## src/rtl/reg_dump.sv

```systemverilog
`default_nettype none
// ============================================================================
// Module   : reg_dump
// Purpose  : Streams a contiguous, wrapping range of register-file words out
//            over a valid/ready interface. One register is read per LOAD
//            cycle and then offered in SEND, so at most one word leaves every
//            two cycles. With REG_DUMP_CHECKSUM_EN defined, the XOR of all
//            accepted words follows as one extra word.
// Macro    : REG_DUMP_CHECKSUM_EN  (optional checksum word, off by default)
// Ports    : i_clk, i_rst        clock, async active-high reset
//            i_start, i_abort    start request (IDLE only) / cancel
//            i_first_addr/i_last_addr   inclusive address range, wraps 31->0
//            o_rd_addr, i_rd_data       async register-file read port
//            o_data, o_valid, i_ready   output word handshake
//            o_busy, o_done, o_count    status: active, done pulse, words sent
// Revision : 1.0  initial release
// ============================================================================
module reg_dump #(
   parameter int NUM_REGS = 32,
   parameter int DATA_W   = 32
) (
   input  logic              i_clk,
   input  logic              i_rst,
   input  logic              i_start,
   input  logic              i_abort,
   input  logic [4:0]        i_first_addr,
   input  logic [4:0]        i_last_addr,
   output logic [4:0]        o_rd_addr,
   input  logic [DATA_W-1:0] i_rd_data,
   output logic [DATA_W-1:0] o_data,
   output logic              o_valid,
   input  logic              i_ready,
   output logic              o_busy,
   output logic              o_done,
   output logic [5:0]        o_count
);

   localparam logic [2:0] c_IDLE = 3'd0;
   localparam logic [2:0] c_LOAD = 3'd1;
   localparam logic [2:0] c_SEND = 3'd2;
   localparam logic [2:0] c_CSUM = 3'd3;
   localparam logic [2:0] c_DONE = 3'd4;

   // Highest address; the next address after it is 0.
   localparam logic [4:0] c_LAST_IDX = 5'(NUM_REGS - 1);

`ifdef REG_DUMP_CHECKSUM_EN
   localparam logic [2:0] c_AFTER_LAST = c_CSUM;
`else
   localparam logic [2:0] c_AFTER_LAST = c_DONE;
`endif

   logic [2:0]        r_state;
   logic [2:0]        w_next_state;
   logic [4:0]        r_cur;
   logic [4:0]        r_last;
   logic [DATA_W-1:0] r_data;
   logic [5:0]        r_count;
   logic              w_at_last;
   logic [4:0]        w_cur_next;
`ifdef REG_DUMP_CHECKSUM_EN
   logic [DATA_W-1:0] r_csum;
`endif

   assign w_at_last  = (r_cur == r_last);
   assign w_cur_next = (r_cur == c_LAST_IDX) ? 5'd0 : r_cur + 5'd1;

   // ------------------------------------------------------------------
   // State register
   // ------------------------------------------------------------------
   always_ff @(posedge i_clk or posedge i_rst) begin
      if (i_rst) begin
         r_state <= c_IDLE;
      end else begin
         r_state <= w_next_state;
      end
   end

   // ------------------------------------------------------------------
   // Next-state logic. Abort beats a simultaneous handshake.
   // ------------------------------------------------------------------
   always_comb begin
      w_next_state = r_state;
      case (r_state)
         c_IDLE: begin
            if (i_start) begin
               w_next_state = c_LOAD;
            end
         end
         c_LOAD: begin
            w_next_state = i_abort ? c_IDLE : c_SEND;
         end
         c_SEND: begin
            if (i_abort) begin
               w_next_state = c_IDLE;
            end else if (i_ready) begin
               w_next_state = w_at_last ? c_AFTER_LAST : c_LOAD;
            end
         end
         c_CSUM: begin
            if (i_abort) begin
               w_next_state = c_IDLE;
            end else if (i_ready) begin
               w_next_state = c_DONE;
            end
         end
         c_DONE: begin
            w_next_state = c_IDLE;
         end
         default: begin
            w_next_state = c_IDLE;
         end
      endcase
   end

   // ------------------------------------------------------------------
   // Output decode
   // ------------------------------------------------------------------
   always_comb begin
      o_valid = 1'b0;
      o_busy  = 1'b0;
      o_done  = 1'b0;
      case (r_state)
         c_LOAD: begin
            o_busy = 1'b1;
         end
         c_SEND, c_CSUM: begin
            o_valid = 1'b1;
            o_busy  = 1'b1;
         end
         c_DONE: begin
            o_done = 1'b1;
         end
         default: begin
            o_valid = 1'b0;
         end
      endcase
   end

   // The read address simply follows the current pointer; it is only
   // meaningful to the register file during LOAD.
   assign o_rd_addr = r_cur;
   assign o_data    = r_data;
   assign o_count   = r_count;

   // ------------------------------------------------------------------
   // Datapath: address pointers, word register, counter, checksum
   // ------------------------------------------------------------------
   always_ff @(posedge i_clk or posedge i_rst) begin
      if (i_rst) begin
         r_cur   <= 5'd0;
         r_last  <= 5'd0;
         r_data  <= '0;
         r_count <= 6'd0;
`ifdef REG_DUMP_CHECKSUM_EN
         r_csum  <= '0;
`endif
      end else begin
         case (r_state)
            c_IDLE: begin
               if (i_start) begin
                  r_cur   <= i_first_addr;
                  r_last  <= i_last_addr;
                  r_count <= 6'd0;
`ifdef REG_DUMP_CHECKSUM_EN
                  r_csum  <= '0;
`endif
               end
            end
            c_LOAD: begin
               // Per-word snapshot of the register file.
               if (!i_abort) begin
                  r_data <= i_rd_data;
               end
            end
            c_SEND: begin
               if (i_ready && !i_abort) begin
                  r_count <= r_count + 6'd1;
`ifdef REG_DUMP_CHECKSUM_EN
                  r_csum  <= r_csum ^ r_data;
`endif
                  if (!w_at_last) begin
                     r_cur <= w_cur_next;
                  end
`ifdef REG_DUMP_CHECKSUM_EN
                  else begin
                     // Present the final checksum (including this word)
                     // through the same output register in CSUM.
                     r_data <= r_csum ^ r_data;
                  end
`endif
               end
            end
            default: begin
               r_count <= r_count;
            end
         endcase
      end
   end

endmodule
`default_nettype wire
```

## config.mk

```make
export PLATFORM = sky130hd
export DESIGN_NAME = reg_dump
export DESIGN_NICKNAME = d
export VERILOG_FILES = /design/src/rtl/reg_dump.sv
export SDC_FILE = /design/constraint.sdc
export NUM_CORES = 1
export LEC_CHECK = 0
export CORE_MARGIN = 4
export CORE_UTILIZATION = 43
export CTS_CLUSTER_DIAMETER = 80
export DETAILED_ROUTE_END_ITERATION = 10
export GPL_TIMING_DRIVEN = 0
export HOLD_SLACK_MARGIN = 0.12
export MAX_ROUTING_LAYER = met4
export PLACE_DENSITY_LB_ADDON = 0.2
export SETUP_SLACK_MARGIN = 0.1
export SYNTH_ARGS = -nofsm -noshare
export SYNTH_HDL_FRONTEND = slang
export SYNTH_SLANG_ARGS = --single-unit
```

## constraint.sdc

```tcl
create_clock -name i_clk -period 2.4 [get_ports i_clk]
set_clock_uncertainty 0.15 [all_clocks]
set_input_delay 0.24 -clock i_clk [delete_from_list [all_inputs] [get_ports i_clk]]
set_output_delay 0.24 -clock i_clk [all_outputs]
set_load 0.01 [all_outputs]
```

==> results.cfg <==
[synth]
synthXorXnorAreaFrac = 0.0195
synth_fa_ha_area_frac = 0.0167
yosys.area.top_type = dfrtp_1
syn_avg_cell_area_um2 = 13.2
synth_ff_type = dfrtp_1
synth_compound_area_frac = 0.0551
synth_nets = 220
async_reset_ff_frac = 1.00
ys_warn_count = 0
synth_edf_count = 0
synth.area.mux_share = 0.214
syn_inst = 170
yosysSeqAreaShare = 0.568
synth_top_family_by_area = multiplexers
ys_types = 34
synth_common_cells = dfrtp_1 (51), mux2_2 (38), o21ai_0 (10), nor2_1 (8), nand2_1 (6)
synthSimpleGateAreaFrac = 0.102
synth_area_leaders = dfrtp_1 (57%), mux2_2 (19%), o21ai_0 (2.2%), ha_1 (1.7%), mux2_4 (1.3%)
yosys.area.top_type_share = 0.568
ys_seq_elements = 51
synth.most_common_cell = dfrtp_1
netlist_area_um2 = 2250

[min_path]
min_path_type = reg2reg

[clocking]
numCtsBuffers = 5
cts_tree = built
clock-root-buffer = clkbuf_8
cts_max_level = 2
clkSlewWorstSetupHoldPaths_ns = 0.09
clock_sinks = 51
clockBufferDepth = 2
clkLatencyLatePin_ns = 0.30

[critical_path]
cp_num_buf_inv = 0
setup.worst_path.end_class = flop
critPathArrivalTime_ns = 2.26
cp_slowest_cell = or4b_4
cp_common_cell = ha_1
cp_slowest_stage_delay_ns = 0.52
cp_max_fo = 6
cp.required_ns = 2.47
critPathKind = reg2reg
cp_cell_sequence = ha_1 -> and3_1 -> ha_1 -> or4b_4 -> nor3b_2 -> a21oi_1 -> o22ai_1
startpoint_type = flop
critPathTopFamily = simple AND/OR/NAND/NOR gates

[sta]
finalSetupViolations = 0
finalMaxSlewViolations = 0
hold_ws_ns = 0.347
slew_headroom = 0.701
fin_ws_ns = 0.218
max_freq_ghz = 0.458
rsz0062_at_grt = yes
finalSetupTns_ns = 0
min_period_over_period = 0.909
finalCriticalPeriod_ns = 2.18
hold_violations = 0
worst_pin_slew_ns = 0.445

[placed_design]
dp_cells = 333
pre_cts_ws_ns = 0.0803
placed_cell_area_um2 = 3280
portBuffers = 92
gp_congestion = 0.858
dp_hpwl_mm = 3.90

[die]
start_util = 0.443
core_um2 = 5070
die_w_um = 80.3
die_h_um = 80.3
num_rows = 26
io_pins = 93
die_area_um2 = 6450

[global_routing]
grt_most_used_layer = met2
grt_start_max_net_pins = 36
grt-ovfl-total = 0
grt_pass1_vias = 1727
antenna_found_initial = 0
grt.met2_usage = 0.275
grt_usage = 0.170
grt.met3_usage = 0.0605
grt_use_met1 = 0.204
grt_first_pass_wirelength_mm = 8.18

[layout]
n_antenna_cell = 0
final_area_um2 = 3380
drive_gt1_frac = 0.228
area_growth_syn_to_layout_pct = 50.5
fin_cells = 342
post-route-util = 0.667
final_nets = 321

[detailed_routing]
num_vias = 1694
postRouteAntennaNets = 0
routed_wl_mm = 5.03
wl_per_cell_um = 14.7
dr.pass1.iters = 4
vias_per_cell = 4.95
drtIter0Drc = 51
drcViolationCount = 0

[power_and_ir_drop]
peakVddDrop_v = 0.000604
powerDensity_nw_per_um2 = 1080
power.total_mw = 3.66
power.leakage_nw = 1.43

[status]
status = finished clean

[run]
max-cap-violations = 0
## worst register-to-register path, delay by kind of cell (launching register included)
kind / cells / cell delay, ns
flops: 1 / 0.46
simple gates: 3 / 0.90
compound gates: 2 / 0.19
fa+ha+maj: 2 / 0.41
## layout make-up
type | instances | area (um2)
buffer | 6 | 42.5
clock buffer | 7 | 76.3
clock inverter | 1 | 5.00
fill | 404 | 1690
inverter | 4 | 15.0
multi-input combinational | 109 | 928
sequential | 51 | 1280
tap | 70 | 87.6
timing repair buffer | 94 | 951
## per-layer routing
metal  vias up  wire length [um]
met5         -                 0
met4         0                48
met3         7               361
met2        49              2510
met1       824              2110
li1        814                 -
## what timing repair did
| item | 4_1_cts | 5_1_grt |
|---|---|---|
| setup buffers | 0 | 0 |
| gates resized for setup | 0 | 4 |
| hold buffers | 1 | 0 |
| setup endpoints to repair | 0 | 2 |
| hold endpoints to repair | 16 | 0 |
## kinds of logic after synthesis
logic type	Yosys count
adder cells (fa/ha/maj)	3
XOR/XNOR	5
flip-flops	51
AO/OA/AOI/OAI	21
buffers and inverters	10
AND/OR/NAND/NOR	38
multiplexers	42
## sequential cells by signal (all words and copies together), names as in the netlist
| register | cells |
|---|---|
| r_last | 5 |
| o_data | 32 |
| o_rd_addr | 5 |
| o_count | 6 |
| r_state | 3 |
## layout by cell type, fill, tap and decap left out, drive strengths merged, types with 3 or more instances in the layout
cell type and n:
nor3 3, ha 3, mux2 42, dfrtp 51
nand2 6, o21ai 10, and3 3, inv 4
clkbuf 7, xor2 3, clkdlybuf4s50 92, buf 7
nand3 4, nor2 8
## power breakdown
part | switching (mW) | leakage (nW) | internal (mW) | total (mW)
clock | 0.269 | 0.0422 | 0.205 | 0.475
sequential | 0.253 | 0.620 | 1.23 | 1.48
combinational | 0.631 | 0.767 | 1.07 | 1.70
total | 1.15 | 1.43 | 2.51 | 3.66
## final timing paths
check	start	end	slack, ns	depth (start not counted)
setup / recovery	o_rd_addr[0]$_DFFE_PP0P_	o_rd_addr[2]$_DFFE_PP0P_	0.22	7
hold / removal	o_data[22]$_DFFE_PP0N_	o_data[22]$_DFFE_PP0N_	0.35	1
setup reg to reg	o_rd_addr[0]$_DFFE_PP0P_	o_rd_addr[2]$_DFFE_PP0P_	0.22	7
hold reg to reg	o_data[22]$_DFFE_PP0N_	o_data[22]$_DFFE_PP0N_	0.35	1
max in group asynchronous	i_rst	o_data[25]$_DFFE_PP0N_	0.95	4
min in group asynchronous	i_rst	o_rd_addr[4]$_DFFE_PP0P_	0.64	3
(Power assumes the default switching activity.)
==> edit (same settings) <==
The parameter `NUM_REGS` goes from 32 to 31.
--- a/src/rtl/reg_dump.sv
+++ b/src/rtl/reg_dump.sv
@@ -17,5 +17,5 @@
 // ============================================================================
 module reg_dump #(
-   parameter int NUM_REGS = 32,
+   parameter int NUM_REGS = 31,
    parameter int DATA_W   = 32
 ) (
Formal check against the unedited RTL: not equivalent (Yosys sat finds a counterexample within 4 cycles, from zero or initial values and one cycle with i_rst high).
==> edit against the original RTL <==
- worst hold slack got worse by 0.0035 ns
- fmax is 2.8% higher
- synthesized area increased by 1.2%
- total power is 1.9% higher
- sequential cell count is the same
- wire length increased by 4.6%
- final area is 0.33% higher
- final cell count grew 1.5%
- setup slack better by 0.059 ns
- count of clock-buffer cells in the layout unchanged
==> edit: results (changes against the original RTL) <==
qor: status.status complete, no violations
qor: power_and_ir_drop.vdd.ir_drop.worst 0.576 mV [-4.6%]
qor: clock_network.cts-root-buf sky130_fd_sc_hd__clkbuf_8
qor: detailed_routing.drtPass1Iterations 4 [unchanged]
qor: power_and_ir_drop.static-leakage-power 1.41 nW [-1.4%]
qor: logic_synthesis.commonest_cells_in_the_synthesized_netlist sky130_fd_sc_hd__dfrtp_1 (51), sky130_fd_sc_hd__mux2_2 (37), sky130_fd_sc_hd__nand2_1 (9), sky130_fd_sc_hd__nand3_1 (9), sky130_fd_sc_hd__o21ai_0 (8)
qor: logic_synthesis.synth_seq_area_share 56.1% [-0.66 points]
qor: global_routing.gr-usage-all-layers 17.0% [+0.044 points]
qor: logic_synthesis.yosysUniqueCellTypes 36 [+5.9%]
qor: setup_path.critical_path_arrival 1.73 ns [-0.53 ns]
qor: timing.worst_slew_pin_slew 0.559 ns [+0.114 ns]
qor: finish.number_of_flip_flops_under_the_largest_register_name 32 [unchanged]
qor: finish.layout.filler_cells 425 [+5.2%]
qor: finish.layout-drive-gt1-share 20.9% [-1.9 points]
qor: placed_design.place.detailed.hpwl 3990 um [+2.5%]
qor: detailed_routing.wirelength 5260 um [+4.6%]
qor: logic_synthesis.synthesis.area_per_instance 13.0 um2 [-1.7%]
qor: placed_design.placed_area 0.00330 mm2 [+0.80%]
qor: timing.tns 0 ns [unchanged]
qor: clock_network.cts_htree_levels 2 [unchanged]
qor: global_routing.maximum_number_of_pins_on_one_net_before_global_route_repair 42 [+17%]
qor: finish.finalNetCount 326 [+1.6%]
qor: logic_synthesis.yosys-top-cells-area sky130_fd_sc_hd__dfrtp_1 (56%), sky130_fd_sc_hd__mux2_2 (18%), sky130_fd_sc_hd__nand3_1 (2.0%)
qor: finish.antennaDiodeCount 0 [unchanged]
qor: logic_synthesis.synth_nets 225 [+2.3%]
qor: setup_path.critPathMaxFanout 8 [+2]
qor: placed_design.gp_routability_congestion 0.840 [-2.1%]
qor: clock_network.path_clk_slew 0.09 ns [about the same]
qor: placed_design.instance_count_after_placement_with_tap_cells_included 338 [+1.5%]
qor: detailed_routing.post_drt_via_cell_ratio 4.96 [+0.13%]
qor: global_routing.antenna_violations_before_repair 0 [unchanged]
qor: clock_network.clk_latency 0.29 ns
qor: placed_design.dpl_worst_slack 0.111 ns [+0.0306 ns]
qor: detailed_routing.detailedRoute.firstIterationViolations 65 [+27%]
qor: setup_path.max_stage_delay 0.54 ns [+0.02 ns]
qor: setup_path.critical-path-top-delay-family buffers and inverters
qor: setup_path.critical-path-slowest-cell sky130_fd_sc_hd__dfrtp_1
qor: detailed_routing.route.vias.total 1721 [+1.6%]
qor: finish.post-route-cell-area 0.00339 mm2 [+0.33%]
qor: global_routing.first_pass_grt_wire_length 8300 um [+1.5%]
==> edit: path summary, 6_finish.rpt <==
check,from,endpoint,slack [ns],cells after the start
hold / removal,o_count[5],o_count[5],0.34,1
setup reg to reg,r_state[1],r_last[4],0.43,4
max in group asynchronous,i_rst,r_last[1],1.00,4
hold reg to reg,o_count[5],o_count[5],0.34,1
setup / recovery,r_state[1],o_valid,0.28,3
min in group asynchronous,i_rst,o_rd_addr[3],0.61,3
==> edit: logic make-up after synthesis <==
logic type	share of synthesized area, %
AOI/OAI and AO/OA	7.98
buffers and inverters	1.82
muxes	19.3
xor gates and xnor gates	1.93
adders and majority gates	1.65
and+or+nand+nor	11.3
DFF	56.1
==> edit: area by class of cell <==
class | count | area share (%)
Sequential cell | 51 | 37.6
Multi-Input combinational cell | 115 | 28.2
Inverter | 3 | 0.332
Timing Repair Buffer | 94 | 28.0
Buffer | 6 | 0.885
Clock buffer | 7 | 2.25
Tap cell | 70 | 2.58
Clock inverter | 1 | 0.147
==> edit: layer usage <==
metal | wire length (um) | track usage (%) | vias to the layer above
met4 | 31 | 4.05 | 0
met5 | 0 | - | -
li1 | - | - | 827
met3 | 392 | 5.10 | 4
met1 | 2240 | 21.8 | 833
met2 | 2590 | 26.8 | 57
==> edit: power by group <==
part	total, mW	internal, mW	switching (mW)
combinational	1.76	1.09	0.673
clock	0.468	0.205	0.263
sequential	1.50	1.23	0.270
==> edit: repair_timing <==
item	4_1_cts	5_1_grt
hold buffers	1	0
hold endpoints to repair	10	0
resized for setup	0	0
